==> src/rtl/round_key_bank.sv <==
// round_key_bank: multi-bank round-key store for the Kuznechik core.
// The key expander streams DEPTH round keys into a chosen bank through a valid/ready
// handshake. The cipher datapath reads keys with one cycle of latency. The store tracks
// which banks are fully loaded, flags bad reads, and supports a zeroize sweep.
//
// Ports:
//   i_clk, i_rst      clock (rising edge), asynchronous active-high reset
//   i_wr_start        begin loading bank i_wr_bank (only honoured in IDLE)
//   i_wr_valid/o_wr_ready/i_wr_data   key stream, keys written in order K1..K_DEPTH
//   i_zeroize         erase every bank
//   i_rd_en/i_rd_bank/i_rd_addr       read request
//   o_rd_data/o_rd_valid/o_rd_err     read response, one cycle after the request
//   o_bank_ready      bit b set when bank b is fully loaded and readable
//   o_busy            FSM is not idle
module round_key_bank #(
  parameter int unsigned WIDTH = 128,
  parameter int unsigned DEPTH = 10,
  parameter int unsigned BANKS = 2,
  localparam int unsigned AW = (DEPTH > 1) ? $clog2(DEPTH) : 1,
  localparam int unsigned BW = (BANKS > 1) ? $clog2(BANKS) : 1
) (
  input  logic             i_clk,
  input  logic             i_rst,
  input  logic             i_wr_start,
  input  logic [BW-1:0]    i_wr_bank,
  input  logic             i_wr_valid,
  input  logic [WIDTH-1:0] i_wr_data,
  output logic             o_wr_ready,
  input  logic             i_zeroize,
  input  logic             i_rd_en,
  input  logic [BW-1:0]    i_rd_bank,
  input  logic [AW-1:0]    i_rd_addr,
  output logic [WIDTH-1:0] o_rd_data,
  output logic             o_rd_valid,
  output logic             o_rd_err,
  output logic [BANKS-1:0] o_bank_ready,
  output logic             o_busy
);

  localparam int unsigned NENT = BANKS * DEPTH;
  localparam int unsigned LW   = (NENT > 1) ? $clog2(NENT) : 1;

  typedef enum logic [1:0] {StIdle, StLoad, StZero} state_e;

  state_e           r_state;
  logic [BW-1:0]    r_bank;
  logic [AW-1:0]    r_ptr;
  logic [LW-1:0]    r_zidx;
  logic [BANKS-1:0] r_bank_ready;
  logic [WIDTH-1:0] r_rd_data;
  logic             r_rd_valid;
  logic             r_rd_err;

  // Key storage, bank-major linear index. Deliberately not reset: contents are only
  // visible through banks whose ready bit has been set by a completed load.
  logic [WIDTH-1:0] r_mem [NENT];

  logic             w_wr_bank_ok;
  logic             w_wr_fire;
  logic [LW-1:0]    w_wr_lin;
  logic             w_rd_ok;
  logic [LW-1:0]    w_rd_lin;
  logic [WIDTH-1:0] w_rd_word;

  assign o_wr_ready   = (r_state == StLoad);
  assign o_busy       = (r_state != StIdle);
  assign o_bank_ready = r_bank_ready;
  assign o_rd_data    = r_rd_data;
  assign o_rd_valid   = r_rd_valid;
  assign o_rd_err     = r_rd_err;

  assign w_wr_bank_ok = (32'(i_wr_bank) < BANKS);
  // A zeroize arriving in LOAD aborts the load; the beat offered that cycle is dropped.
  assign w_wr_fire    = (r_state == StLoad) && i_wr_valid && !i_zeroize;
  assign w_wr_lin     = LW'(r_bank) * LW'(DEPTH) + LW'(r_ptr);

  always_comb begin
    w_rd_ok   = 1'b0;
    w_rd_lin  = '0;
    w_rd_word = '0;
    if ((32'(i_rd_bank) < BANKS) && (32'(i_rd_addr) < DEPTH)) begin
      w_rd_ok  = r_bank_ready[i_rd_bank];
      w_rd_lin = LW'(i_rd_bank) * LW'(DEPTH) + LW'(i_rd_addr);
      // Write-first on a same-entry collision.
      if (w_wr_fire && (w_wr_lin == w_rd_lin)) begin
        w_rd_word = i_wr_data;
      end else begin
        w_rd_word = r_mem[w_rd_lin];
      end
    end
  end

  // Control FSM and per-bank completion tracking.
  always_ff @(posedge i_clk or posedge i_rst) begin
    if (i_rst) begin
      r_state      <= StIdle;
      r_bank       <= '0;
      r_ptr        <= '0;
      r_zidx       <= '0;
      r_bank_ready <= '0;
    end else begin
      unique case (r_state)
        StIdle: begin
          if (i_zeroize) begin
            r_state      <= StZero;
            r_zidx       <= '0;
            r_bank_ready <= '0;
          end else if (i_wr_start && w_wr_bank_ok) begin
            r_state                 <= StLoad;
            r_bank                  <= i_wr_bank;
            r_ptr                   <= '0;
            r_bank_ready[i_wr_bank] <= 1'b0;
          end
        end
        StLoad: begin
          if (i_zeroize) begin
            r_state      <= StZero;
            r_ptr        <= '0;
            r_zidx       <= '0;
            r_bank_ready <= '0;
          end else if (i_wr_valid) begin
            if (r_ptr == AW'(DEPTH - 1)) begin
              r_ptr                <= '0;
              r_bank_ready[r_bank] <= 1'b1;
              r_state              <= StIdle;
            end else begin
              r_ptr <= r_ptr + AW'(1);
            end
          end
        end
        StZero: begin
          if (r_zidx == LW'(NENT - 1)) begin
            r_zidx  <= '0;
            r_state <= StIdle;
          end else begin
            r_zidx <= r_zidx + LW'(1);
          end
        end
        default: r_state <= StIdle;
      endcase
    end
  end

  // Storage writes: load beats, or one zero per cycle during the sweep.
  always_ff @(posedge i_clk) begin
    if (w_wr_fire) begin
      r_mem[w_wr_lin] <= i_wr_data;
    end else if (r_state == StZero) begin
      r_mem[r_zidx] <= '0;
    end
  end

  // Read port: independent of the FSM, one cycle latency, data held when idle.
  always_ff @(posedge i_clk or posedge i_rst) begin
    if (i_rst) begin
      r_rd_data  <= '0;
      r_rd_valid <= 1'b0;
      r_rd_err   <= 1'b0;
    end else begin
      r_rd_valid <= i_rd_en;
      if (i_rd_en) begin
        if (w_rd_ok) begin
          r_rd_err  <= 1'b0;
          r_rd_data <= w_rd_word;
        end else begin
          r_rd_err  <= 1'b1;
          r_rd_data <= '0;
        end
      end
    end
  end

endmodule

==> config.mk <==
export PLATFORM = sky130hd
export DESIGN_NAME = round_key_bank
export DESIGN_NICKNAME = d
export VERILOG_FILES = /design/src/rtl/round_key_bank.sv
export SDC_FILE = /design/constraint.sdc
export NUM_CORES = 2
export LEC_CHECK = 0
export ABC_AREA = 0
export CORE_UTILIZATION = 55
export DETAILED_ROUTE_END_ITERATION = 8
export PLACE_DENSITY = 0.84
export SETUP_SLACK_MARGIN = 0.15
export SLEW_MARGIN = 15
export SYNTH_ARGS = -nofsm -noshare
export SYNTH_HDL_FRONTEND = slang
export SYNTH_SLANG_ARGS = --single-unit
==> constraint.sdc <==
create_clock -name i_clk -period 6.9 [get_ports i_clk]
set_input_delay 1.38 -clock i_clk [delete_from_list [all_inputs] [get_ports i_clk]]
set_output_delay 1.38 -clock i_clk [all_outputs]
set_load 0.1 [all_outputs]
## Word-level counts from Yosys, hierarchy flattened

Memories as Yosys holds them, arrays and structs flattened.
Cells that the tools add are included.

| cells by class | value |
|---|---|
| bitwise logic cells | 4 |
| shift operators | 0 |
| reduce and logical (&&, ||, !) cells | 17 |
| $lt $le $gt $ge | 6 |
| add/subtract/negate cells | 4 |
| div/mod/pow operators | 0 |
| multipliers | 2 |
| equal/unequal tests | 12 |
| mux-type cells | 41 |

Operator list:

| kind | count |
|---|---|
| 128-bit 2-to-1 mux | 4 |
| 128-bit OR reduction | 1 |
| 2-bit 2-to-1 mux | 11 |
| 4-bit 2-to-1 mux | 5 |
| 5-bit 2-to-1 mux | 3 |
| 1-bit 2-to-1 mux | 12 |
| 4-bit AND reduction | 3 |
| 5-bit by 4-bit adder with 5-bit output | 2 |
| 5-bit case mux with 2 select lines | 1 |
| 1-bit by 3-bit multiplier with 4-bit output, second input constant | 2 |
| 4-bit case mux with 2 select lines | 1 |
| 1-bit by 2-bit < comparator with 1-bit output, second input constant | 3 |
| 2-bit != test, second input constant | 3 |
| 2-bit case mux with 3 select lines | 1 |
| 2-bit nonzero test | 3 |
| 5-bit by 1-bit adder with 5-bit output, second input constant | 1 |
| 5-bit == test | 1 |
| 5-bit == test, second input constant | 1 |
| 1-bit logical AND | 5 |
| 4-bit by 1-bit adder with 4-bit output, second input constant | 1 |
| 4-bit == test, second input constant | 1 |
| 4-bit < comparator, second input constant | 1 |
| 2-bit case mux with 2 select lines | 1 |
| 3-bit by 1-bit != test with 1-bit output, second input constant | 1 |
| 16 further kinds | 18 |

| storage, ports and cells | value |
|---|---|
| memory bits (writable) | 2,560 |
| memories | 1 |
| input port bits | 140 |
| ROM bits | 0 |
| word-level logic and storage cells | 95 |
| flip-flop bits (word level) | 144 |
| output and inout bits | 134 |
| latch bits | 0 |

Memories:

| name | words | bits a word | read ports | clocked after Yosys merged registers in | wr ports | RTL line | text |
|---|---|---|---|---|---|---|---|
| r_mem | 20 | 128 | 1 | 0 | 1 | 56 | `logic [WIDTH-1:0] r_mem [NENT];` |

## Depth between registers and ports, before layout

| depth | value |
|---|---|
| depth in word-level cells | 9 |
| depth in mapped cells | 11 |
| gate-level depth less buffers | 7 |

## Least setup slack after synthesis

No wires, ideal clock.

| timing path | value |
|---|---|
| path type | input to register |
| start | in i_zeroize |
| end | mem r_mem[13][0], enable pin |
| setup slack | -1.209 ns |
| path buffers | 0 |
| data arrival time | 7.491 ns |
| stages | 4 |
| path through | nor2_1 -> nand3_1 -> o32a_1 -> nor2_1 |

| on the way | value |
|---|---|
| longest elaborated chain between the ends | 6 |
| elaborated cells on any way between the ends | 9 |
| those cells by class | mux (6); reduce/logical (3) |

RTL lines:

| element | RTL line | text |
|---|---|---|
| from (decl) | 29 | `input logic i_zeroize,` |
| 1-bit logical NOT * | 74 | `assign w_wr_fire = (r_state == StLoad) && i_wr_valid && !i_zeroize;` |
| 1-bit logical AND * | 74 |  |
| 1-bit 2-to-1 mux | 146 | `if (w_wr_fire) begin` |
| 1-bit 2-to-1 mux (implied by the code) | 149 | `r_mem[r_zidx] <= '0;` |
| 128-bit OR reduction (no line) | n/a |  |
| 5-bit 2-to-1 mux (no line) / 1-bit 2-to-1 mux (equally long branches) | n/a |  |
| to (decl) | 56 |  |

Every way passes the cells marked *; elsewhere a longest branch is shown, timed or not.

## Worst setup path in the final report

| timing path | value |
|---|---|
| start | in i_rd_bank |
| end | reg r_rd_data[108] (netlist: o_rd_data[108]) |

| on the way | value |
|---|---|
| longest elaborated chain between the ends | 7 |
| elaborated cells on any way between the ends | 11 |
| those cells by class | add/sub (1); mul (1); eq/ne (1); mux (6); reduce/logical (1); memory (1) |

RTL lines:

| element | RTL line | text |
|---|---|---|
| from (decl) | 31 | `input logic [BW-1:0] i_rd_bank,` |
| parallel branches: the longest is 6 deep, another holds memory read 20 x 128 bit | n/a |  |
| 128-bit 2-to-1 mux * | 162 | `if (w_rd_ok) begin` |
| to (signal assigned) | 164 | `r_rd_data <= w_rd_word;` |
| to (decl) | 50 | `logic [WIDTH-1:0] r_rd_data;` |

Mark *: on every way between the ends. The select of a mux whose other input is x is not followed.
A chain may end at the register's enable or synchronous reset.

==> flow_summary.json <==
{
  "fin_crit_ps": 4380,
  "dieArea_um2": 191000,
  "synth_area_leaders": "edfxtp_1, mux4_2, dfrtp_1",
  "finClkSkew_ps": 67.9,
  "ant_nets": 0,
  "synthFlopType": "edfxtp_1",
  "coreArea_um2": 188000,
  "violations": "DRC",
  "syn_area_um2": 104000,
  "synth_nets": 5013,
  "path_class": "in -> reg",
  "ys_warn_count": 0,
  "power_mw": 43.6,
  "fmax_mhz": 228,
  "synthXorXnorAreaFrac_pct": 0.0843,
  "worstPathMaxFanout": 113,
  "port_buffers": 273,
  "finalSetupTns_ps": 0,
  "setup_viol": 0,
  "final_nets": 5358,
  "cts_sinks": 2704,
  "layout_common_cells": "edfxtp_1, mux4_2, clkbuf_16, clkdlybuf4s50_1, a22oi_1",
  "drt_iter0_markers": 9235,
  "floorplan.die.height_um": 437,
  "avgSynthCellArea_um2": 21.4,
  "status": "finished with violations",
  "hp-start": "o_rd_err",
  "maxCapViolations": 0,
  "netlist_instances": 4864,
  "grt_pass1_wl_um": 420000,
  "post_dp_cell_area_um2": 110000,
  "layout-drive-gt1-share_pct": 21.7,
  "cpPeakStageDelay_ps": 960,
  "holdPathStages": 2,
  "ioPinCount": 274,
  "async_flop_share_pct": 5.33,
  "die_w_um": 437,
  "syn_to_final_growth_pct": 14.2,
  "synthSimpleGateAreaFrac_pct": 2.44,
  "ir_drop_v": 0.000466,
  "slew_headroom_pct": 18.1,
  "hold_buffers": 0,
  "leakagePower_nw": 37.8,
  "drt_first_pass_iters": 9,
  "crit_required_ps": 7740,
  "ys_types": 51,
  "drv_slew": 0,
  "fill_cells": 11600,
  "cts_resized": 0,
  "rr_endpoint": "r_mem[14][58]",
  "htreeDepth": 5,
  "reg2reg_slack_ps": 2900,
  "hold_class": "reg -> reg",
  "arrival_ps": 5220,
  "final_area_um2": 119000,
  "insertion_delay_ps": 940,
  "avgViaCountPerCell": 7.26,
  "grt_pass1_vias": 59700,
  "r2r_start": "r_state[0]",
  "synth_top_area_share_pct": 74.0,
  "hpwlAfterDp_um": 135000,
  "crit_path_cell_trace": "clkdlybuf4s50_1 -> ha_1 -> a31oi_2 -> xnor2_2 -> buf_12 -> nand4_1 -> o21ai_0 -> a221o_1",
  "synth_edf_count": 2560,
  "vias": 57400,
  "start_util_pct": 55.3,
  "synthMuxAreaShare_pct": 14.2,
  "drcViolationCount": 30,
  "cp.buffers_inverters": 2,
  "crit_slowest_cell": "ha_1",
  "wire_per_inst_um": 37.6,
  "layout_commonest_cell": "edfxtp_1",
  "grt_max_degree": 134,
  "worst_hold_path.endpoint": "o_rd_err",
  "hold_viol": 0,
  "clkTransAtPathRegs_ps": 60,
  "worstSetupStartpointType": "primary input",
  "power-per-cell-area_nw_per_um2": 367,
  "rows": 159,
  "grtUsageTotal_pct": 31.1,
  "worstMarginPinSlew_ps": 1230,
  "cp-end-kind": "flop",
  "finalCritPeriodShare_pct": 63.5,
  "r2r_cells": 4,
  "synth.ff_latch_count": 2704,
  "cts_buffers": 275,
  "drt-total-wl_um": 297000,
  "grt-ovfl-total": 0,
  "post-synth-top-area-cell": "edfxtp_1",
  "synthAdderAreaFrac_pct": 0.108,
  "post_cts_buffers": 0,
  "synth_top_family_by_area": "multiplexers",
  "final_util_pct": 63.2,
  "grt_setup_unrepaired": "no",
  "synth-compound-area-share_pct": 4.42,
  "cts-root-buf": "clkbuf_16",
  "yosysSeqAreaShare_pct": 77.5,
  "cts_buffer_depth": 4,
  "cts_tree": "yes",
  "antenna_found_initial": 14,
  "critPathTopFamily": "buffers and inverters",
  "globalplace.congestion": 0.787
}
-- cell usage after synthesis (all sizes together) (2+ instances only) --
master / number
inv: 9
edfxtp: 2560
nand2: 143
a21o: 2
dfrtp: 144
xnor2: 9
ha: 9
clkbuf: 227
or2: 2
o2bb2ai: 11
a31o: 2
buf: 98
nor2: 34
a2111oi: 4
o21ai: 151
a22oi: 226
a221o: 116
and2: 130
mux2: 5
nand3: 5
a31oi: 6
o22ai: 7
mux4: 640
nor2b: 6
and3: 4
o31ai: 4
nand2b: 5
nor3: 31
a22o: 3
mux2i: 24
a32oi: 2
nand4: 115
a21oi: 118
-- flip-flops by register name, indices dropped and copies added, names as in the netlist --
| register | flops |
|---|---|
| r_state | 2 |
| r_mem | 2560 |
| o_rd_valid | 1 |
| o_rd_err | 1 |
| r_zidx | 5 |
| o_rd_data | 128 |
| r_bank | 1 |
| r_ptr | 4 |
| o_bank_ready | 2 |
-- report_power, final --
group          internal, mW  leakage, nW  switching [mW]
combinational          1.82         8.22            5.53
clock                  8.21         4.12            6.17
sequential             21.2         25.5           0.687
total                  31.2         37.8            12.4
-- worst max-delay path by stage --
stage / startpoint / endpoint / slack [ps] / cells after the start
floorplan: i_zeroize / r_mem[13][0] / -1210 / 4
global placement: i_rd_bank / o_rd_data[52] / 1820 / 10
detailed placement: i_rd_bank / o_rd_data[48] / 1690 / 10
CTS: r_state[1] / o_wr_ready / 2490 / 3
global route: r_state[0] / o_wr_ready / 2470 / 3
finish: i_rd_bank / o_rd_data[108] / 2520 / 8
-- final cells by class --
| cell class | count | area [um2] | area share, % |
|---|---|---|---|
| Antenna cell | 4 | 10.0 | 0.00843 |
| Clock buffer | 374 | 7570 | 6.38 |
| Clock inverter | 101 | 876 | 0.738 |
| Inverter | 9 | 46.3 | 0.0390 |
| Multi-Input combinational cell | 1826 | 22300 | 18.8 |
| Sequential cell | 2704 | 80500 | 67.8 |
| Tap cell | 2495 | 3120 | 2.63 |
| Timing Repair Buffer | 393 | 4310 | 3.63 |
-- metal layers --
metal / track usage (%) / share of wire [%] / vias up
li1: - / - / 21300
met1: 37.4 / 31 / 29300
met2: 49.9 / 48 / 5543
met3: 7.68 / 13 / 1294
met4: 21.3 / 7.9 / 16
met5: 0 / 0.034 / -
-- metrics by stage --
| step | hold WS (ps) | std cells | setup slack (ps) |
|---|---|---|---|
| detailed placement | 485 | 7427 | 1690 |
| CTS | 499 | 7902 | 2490 |
| global placement | 478 | 7425 | 1820 |
| finish | 501 | 7906 | 2520 |
| floorplan | 516 | 4864 | -1210 |
| global route | 533 | 7905 | 2470 |
-- kinds of logic (layout without fill, tap and decap cells) --
family / Yosys count / count (layout)
DFF: 2704 / 2704
AOI/OAI and AO/OA: 658 / 658
muxes: 669 / 669
and+or+nand+nor: 480 / 480
xor gates and xnor gates: 10 / 10
buffers and inverters: 334 / 877
adders and majority gates: 9 / 9
other: 0 / 4
-- worst reg2reg max path: cells and delay by family (launching register included) --
family                 cells  cell delay [ps]
buffers and inverters      2             1800
flip-flops                 1              570
AND/OR/NAND/NOR            2             1320
Note: power is estimated with default switching activity, not from simulation.
